## src/rtl/instr_fetch_pkg.sv

```systemverilog
// Shared CPU definitions for the instruction fetch path: datapath width,
// fetch FSM state encoding and the buffered {instruction, address} entry.
package instr_fetch_pkg;

    localparam int unsigned XLEN = 16;

    typedef enum logic [1:0] {
        IDLE  = 2'd0,
        REQ   = 2'd1,
        DRAIN = 2'd2
    } fetch_state_e;

    typedef struct packed {
        logic [XLEN-1:0] instr;
        logic [XLEN-1:0] addr;
    } fetch_entry_t;

endpackage

```

## src/rtl/fetch_fifo.sv

```systemverilog
// Instruction buffer: DEPTH-entry FIFO of {instruction, address} pairs.
// Ports:
//   clk, rst          clock, asynchronous active-high reset
//   push, push_data   write an entry (accepted when full only alongside a pop)
//   pop               remove the head (ignored when empty)
//   flush             empty the buffer; wins over push and pop
//   count             number of valid entries
//   head              oldest entry, combinational
module fetch_fifo
    import instr_fetch_pkg::*;
#(
    parameter int unsigned DEPTH = 2
) (
    input  logic                         clk,
    input  logic                         rst,
    input  logic                         push,
    input  fetch_entry_t                 push_data,
    input  logic                         pop,
    input  logic                         flush,
    output logic [$clog2(DEPTH+1)-1:0]   count,
    output fetch_entry_t                 head
);

    localparam int unsigned CNT_W = $clog2(DEPTH + 1);
    localparam int unsigned PTR_W = (DEPTH > 1) ? $clog2(DEPTH) : 1;

    fetch_entry_t     mem_q [DEPTH];
    logic [PTR_W-1:0] rd_ptr_q;
    logic [PTR_W-1:0] wr_ptr_q;
    logic [CNT_W-1:0] count_q;
    logic             do_pop;
    logic             do_push;

    // Pointer advance with wrap, so non-power-of-two depths work.
    function automatic logic [PTR_W-1:0] ptr_inc(input logic [PTR_W-1:0] p);
        return (p == PTR_W'(DEPTH - 1)) ? '0 : p + PTR_W'(1);
    endfunction

    assign do_pop  = pop && (count_q != '0);
    assign do_push = push && ((count_q != CNT_W'(DEPTH)) || do_pop);

    // Storage, pointers and occupancy.
    always_ff @(posedge clk or posedge rst) begin
        if (rst) begin
            rd_ptr_q <= '0;
            wr_ptr_q <= '0;
            count_q  <= '0;
            for (int i = 0; i < int'(DEPTH); i++) begin
                mem_q[i] <= '0;
            end
        end else if (flush) begin
            rd_ptr_q <= '0;
            wr_ptr_q <= '0;
            count_q  <= '0;
        end else begin
            if (do_push) begin
                mem_q[wr_ptr_q] <= push_data;
                wr_ptr_q        <= ptr_inc(wr_ptr_q);
            end
            if (do_pop) begin
                rd_ptr_q <= ptr_inc(rd_ptr_q);
            end
            case ({do_push, do_pop})
                2'b10:   count_q <= count_q + CNT_W'(1);
                2'b01:   count_q <= count_q - CNT_W'(1);
                default: count_q <= count_q;
            endcase
        end
    end

    assign count = count_q;
    assign head  = mem_q[rd_ptr_q];

endmodule

```

## src/rtl/instr_fetch.sv

```systemverilog
// Instruction fetch unit: walks a fetch pointer through memory, buffers the
// returned words and hands them to the decoder, reporting PC updates.
// Ports:
//   c_CLOCK, c_RESET            clock, asynchronous active-high reset
//   i_PC, f_FLUSH               redirect target and redirect strobe
//   o_MEMADDR, o_MEMREQ         memory read request (held until i_MEMACK)
//   i_MEMACK, i_MEMDATA         memory response
//   o_INSTR, o_VALID, i_TAKE    head instruction handshake with the decoder
//   o_PCDATA, o_PCWRITE         next-PC writeback after each consumed word
module instr_fetch
    import instr_fetch_pkg::*;
#(
    parameter int unsigned DEPTH = 2
) (
    input  logic            c_CLOCK,
    input  logic            c_RESET,
    input  logic [XLEN-1:0] i_PC,
    input  logic            f_FLUSH,
    output logic [XLEN-1:0] o_MEMADDR,
    output logic            o_MEMREQ,
    input  logic            i_MEMACK,
    input  logic [XLEN-1:0] i_MEMDATA,
    output logic [XLEN-1:0] o_INSTR,
    output logic            o_VALID,
    input  logic            i_TAKE,
    output logic [XLEN-1:0] o_PCDATA,
    output logic            o_PCWRITE
);

    localparam int unsigned CNT_W = $clog2(DEPTH + 1);

    fetch_state_e    state_q;
    fetch_state_e    state_n;
    logic [XLEN-1:0] fpc_q;
    logic [XLEN-1:0] fpc_n;
    logic [XLEN-1:0] memaddr_q;
    logic            memreq_q;
    logic [XLEN-1:0] pcdata_q;
    logic            pcwrite_q;
    logic            push;
    logic            pop;
    logic            room_after_push;
    logic [CNT_W-1:0] count;
    fetch_entry_t    head;
    fetch_entry_t    push_entry;

    fetch_fifo #(
        .DEPTH (DEPTH)
    ) u_fifo (
        .clk       (c_CLOCK),
        .rst       (c_RESET),
        .push      (push),
        .push_data (push_entry),
        .pop       (pop),
        .flush     (f_FLUSH),
        .count     (count),
        .head      (head)
    );

    assign o_VALID    = (count != '0);
    assign o_INSTR    = head.instr;
    assign pop        = i_TAKE && o_VALID;
    assign push_entry = '{instr: i_MEMDATA, addr: fpc_q};

    // In REQ the buffer is never full, so count + 1 cannot overflow CNT_W.
    assign room_after_push = pop || ((count + CNT_W'(1)) < CNT_W'(DEPTH));

    // Next-state and fetch-pointer logic.
    always_comb begin
        state_n = state_q;
        fpc_n   = fpc_q;
        push    = 1'b0;
        case (state_q)
            IDLE: begin
                if (f_FLUSH) begin
                    fpc_n = i_PC;
                end else if (count < CNT_W'(DEPTH)) begin
                    state_n = REQ;
                end
            end
            REQ: begin
                if (f_FLUSH) begin
                    fpc_n   = i_PC;
                    state_n = i_MEMACK ? IDLE : DRAIN;
                end else if (i_MEMACK) begin
                    push    = 1'b1;
                    fpc_n   = fpc_q + XLEN'(1);
                    state_n = room_after_push ? REQ : IDLE;
                end
            end
            DRAIN: begin
                // Outstanding read completes and is dropped; a new redirect
                // only retargets the pointer.
                if (f_FLUSH) begin
                    fpc_n = i_PC;
                end
                if (i_MEMACK) begin
                    state_n = IDLE;
                end
            end
            default: state_n = IDLE;
        endcase
    end

    // State, pointer and memory request registers. The request address is
    // captured only on entry to / continuation of REQ, so DRAIN keeps the
    // address of the abandoned read.
    always_ff @(posedge c_CLOCK or posedge c_RESET) begin
        if (c_RESET) begin
            state_q   <= IDLE;
            fpc_q     <= '0;
            memreq_q  <= 1'b0;
            memaddr_q <= '0;
        end else begin
            state_q  <= state_n;
            fpc_q    <= fpc_n;
            memreq_q <= (state_n != IDLE);
            if (state_n == REQ) begin
                memaddr_q <= fpc_n;
            end
        end
    end

    // PC writeback pulse after each consumed word; a redirect cancels it.
    always_ff @(posedge c_CLOCK or posedge c_RESET) begin
        if (c_RESET) begin
            pcwrite_q <= 1'b0;
            pcdata_q  <= '0;
        end else begin
            pcwrite_q <= pop && !f_FLUSH;
            if (pop && !f_FLUSH) begin
                pcdata_q <= head.addr + XLEN'(1);
            end
        end
    end

    assign o_MEMADDR = memaddr_q;
    assign o_MEMREQ  = memreq_q;
    assign o_PCDATA  = pcdata_q;
    assign o_PCWRITE = pcwrite_q;

endmodule
```

## config.mk

```make
export PLATFORM = sky130hd
export DESIGN_NAME = instr_fetch
export DESIGN_NICKNAME = d
export VERILOG_FILES = /design/src/rtl/instr_fetch_pkg.sv /design/src/rtl/fetch_fifo.sv /design/src/rtl/instr_fetch.sv
export SDC_FILE = /design/constraint.sdc
export NUM_CORES = 1
export LEC_CHECK = 0
export ABC_AREA = 1
export BUFFER_PORTS_ARGS = -buffer_cell sky130_fd_sc_hd__buf_2
export CORE_UTILIZATION = 45
export CTS_CLUSTER_DIAMETER = 30
export DETAILED_ROUTE_END_ITERATION = 7
export PLACE_DENSITY = 0.71
export SLEW_MARGIN = 20
export SYNTH_ARGS = -nofsm -noshare
export SYNTH_HDL_FRONTEND = slang
export SYNTH_HIERARCHICAL = 1
export SYNTH_SLANG_ARGS = --single-unit
```

## constraint.sdc

```tcl
create_clock -name c_CLOCK -period 2.9 [get_ports c_CLOCK]
set_input_delay 0.58 -clock c_CLOCK [delete_from_list [all_inputs] [get_ports c_CLOCK]]
set_output_delay 0.58 -clock c_CLOCK [all_outputs]
set_load 0.005 [all_outputs]
```

==> results.ini <==
[run_status]
status=complete, no violations

[setup_path]
startpoint_type=flip-flop
crit_arrival_ns=1.83
path_max_fanout=18
critPathRequiredTime_ns=2.32
critPathKind=reg2out
worstSetupEndpointType=output port

[timing]
finalClockSkew_ns=0.0122
hold_viol_final=0
worst_slew_pin_slew_ns=0.800
holdWs_ns=0.236
worst_slack_ns=0.491
fmax_ghz=0.415
rsz0062_at_grt=no
period_share=0.831
tns_ns=0
slew_headroom=0.467
period_minus_slack_ns=2.41
slew_violations=0
finalSetupViolations=0

[clock_network]
post_cts.repair.setup_buffers=0
cts_buffers=17
clk_pin_slew_ns=0.05
clkLatencyLatePin_ns=0.42
clock-sinks=120
cts_repair_resize_count=0
clock_path_buffers=2
cts_hold_buf=0
clockRootBuffer=clkbuf_16
h-tree-depth=4
cts_tree=built

[synth]
synth_edf_count=0
yosysSeqAreaShare=0.472
syn_area_sq_um=6360
synth.distinct_cells=42
netlist_instances=774
yosysWarnings=6
synthArstFlopShare=1.00
syn_avg_cell_area_sq_um=8.22
syn_nets=814
synthFlopType=dfrtp_1
ys_ff_latch=120

[routing]
routed_wl_um=13500
drtPass1Iterations=5
wire_per_inst_um=12.8
drc=0
vias=5050
via_per_inst=4.81
drt-initial-drc-count=235
ant_nets=0

[power]
seqPwrFrac=0.385
p_int_mw=4.47
ir_drop_mv=0.528
clkPwrFrac=0.321
powerDensity_nw_per_um2=900
power.switching_mw=2.23
p_comb_frac=0.294
p_sw_frac=0.333
p_leak_nw=3.92

[placement]
dp_worst_setup_slack_ns=0.585
gp_congestion=0.852
port_buffers=87
place_hpwl_um=9210

[floorplan]
die_h_um=121
dieArea_sq_um=14600
boundaryPins=88
start_util=0.460
rows=43
dieWidth_um=121
coreArea_sq_um=13800

[finish]
mostFrequentLayoutCells=nand2_1 (269), dfrtp_1 (120), buf_2 (87)
n_fill_cell=1279
syn_to_final_growth_pct=17.1
nets=898
n_antenna_cell=0
layout.cells.most_common=nand2_1
drive_above_1_share=0.271

[grt]
antenna_found_initial=0
grt_pass1_wl_um=22900
grt_pass1_vias=4821
track_usage=0.201
overflow=0
grt_max_degree=65

[run]
maxCapViolCount=0

[min_path]
holdCritPathClass=in2async

## power by group through the flow
stage | Clock (mW) | Sequential (mW) | Combinational [mW]
2_1_floorplan | 0 | 2.55 | 1.38
3_3_place_gp | 0 | 2.58 | 1.95
3_5_place_dp | 0 | 2.60 | 1.98
4_1_cts | 2.20 | 2.58 | 2.00
5_1_grt | 2.26 | 2.65 | 2.25
6_report | 2.15 | 2.58 | 1.97
## final cells by class
type,instances,area [sq um],area share
inverters,90,347,0.0466
well taps,180,225,0.0303
clock buffers,23,488,0.0655
repair buffers,96,541,0.0726
multi-input cells,533,2720,0.366
clock inverters,8,119,0.0160
flip-flops and latches,120,3000,0.403
## flip-flops by register name (all words and copies together), names as in the netlist
signal,flops
fpc_q,16
o_MEMADDR,16
o_MEMREQ,1
o_PCDATA,16
o_PCWRITE,1
state_q,2
u_fifo/count,2
u_fifo/mem_q,64
u_fifo/rd_ptr_q,1
u_fifo/wr_ptr_q,1
## critical path, cell delays in order (launching register included)
cell and delay [ns]:
dfrtp_1 0.34, clkinv_1 0.42, buf_4 0.39, nand2_1 0.08
nand2_1 0.06, buf_2 0.12
## worst paths after layout
| kind | end | depth (start not counted) | slack, ns | start |
|---|---|---|---|---|
| worst max register to register | u_fifo/mem_q[19] | 13 | 0.54 | u_fifo/count[1] |
| max in group asynchronous | u_fifo/mem_q[57] | 3 | 1.98 | c_RESET |
| worst min-delay path | fpc_q[15] | 3 | 0.24 | c_RESET |
| min in group c_CLOCK | u_fifo/mem_q[54] | 3 | 0.44 | i_MEMDATA[6] |
| worst max-delay path | o_INSTR[3] | 5 | 0.49 | u_fifo/rd_ptr_q |
| worst min register to register | o_PCDATA[1] | 2 | 0.47 | o_PCDATA[1] |
## cells by family after synthesis
| family | Yosys count | synth area share |
|---|---|---|
| XOR/XNOR | 8 | 0.0110 |
| buffers and inverters | 121 | 0.0996 |
| AO/OA/AOI/OAI | 123 | 0.135 |
| AND/OR/NAND/NOR | 399 | 0.277 |
| adder cells (fa/ha/maj) | 3 | 0.00590 |
| flip-flops | 120 | 0.472 |
## metrics by stage
stage,cells,power (mW),util,cell area [sq um]
3_5_place_dp,1019,4.58,0.495,6840
6_report,1050,6.70,0.538,7440
4_1_cts,1050,6.77,0.538,7440
5_1_grt,1050,7.16,0.538,7440
3_3_place_gp,1019,4.53,0.495,6840
2_1_floorplan,774,3.93,-,6360
## layer usage
| layer | vias to the layer above | part of all wire | GRT usage |
|---|---|---|---|
| li1 | 2630 | - | - |
| met1 | 2294 | 0.49 | 0.276 |
| met2 | 112 | 0.46 | 0.307 |
| met3 | 14 | 0.036 | 0.0442 |
| met4 | 0 | 0.013 | 0.0818 |
| met5 | - | 0 | 0 |
## synthesized netlist by cell type, types with 5 or more instances
library cell,instances,area share
nand2_2,29,0.029
buf_6,8,0.014
nand3_1,41,0.032
nor3_1,9,0.0071
buf_12,5,0.016
a21oi_1,13,0.010
nand4_1,8,0.0079
nand3b_1,5,0.0059
nand2_1,269,0.16
o21ai_2,59,0.081
o21ai_0,31,0.024
dfrtp_1,120,0.47
clkbuf_1,9,0.0053
inv_1,81,0.048
o21ai_1,14,0.011
nor2_1,21,0.012
(Power assumes the default switching activity.)
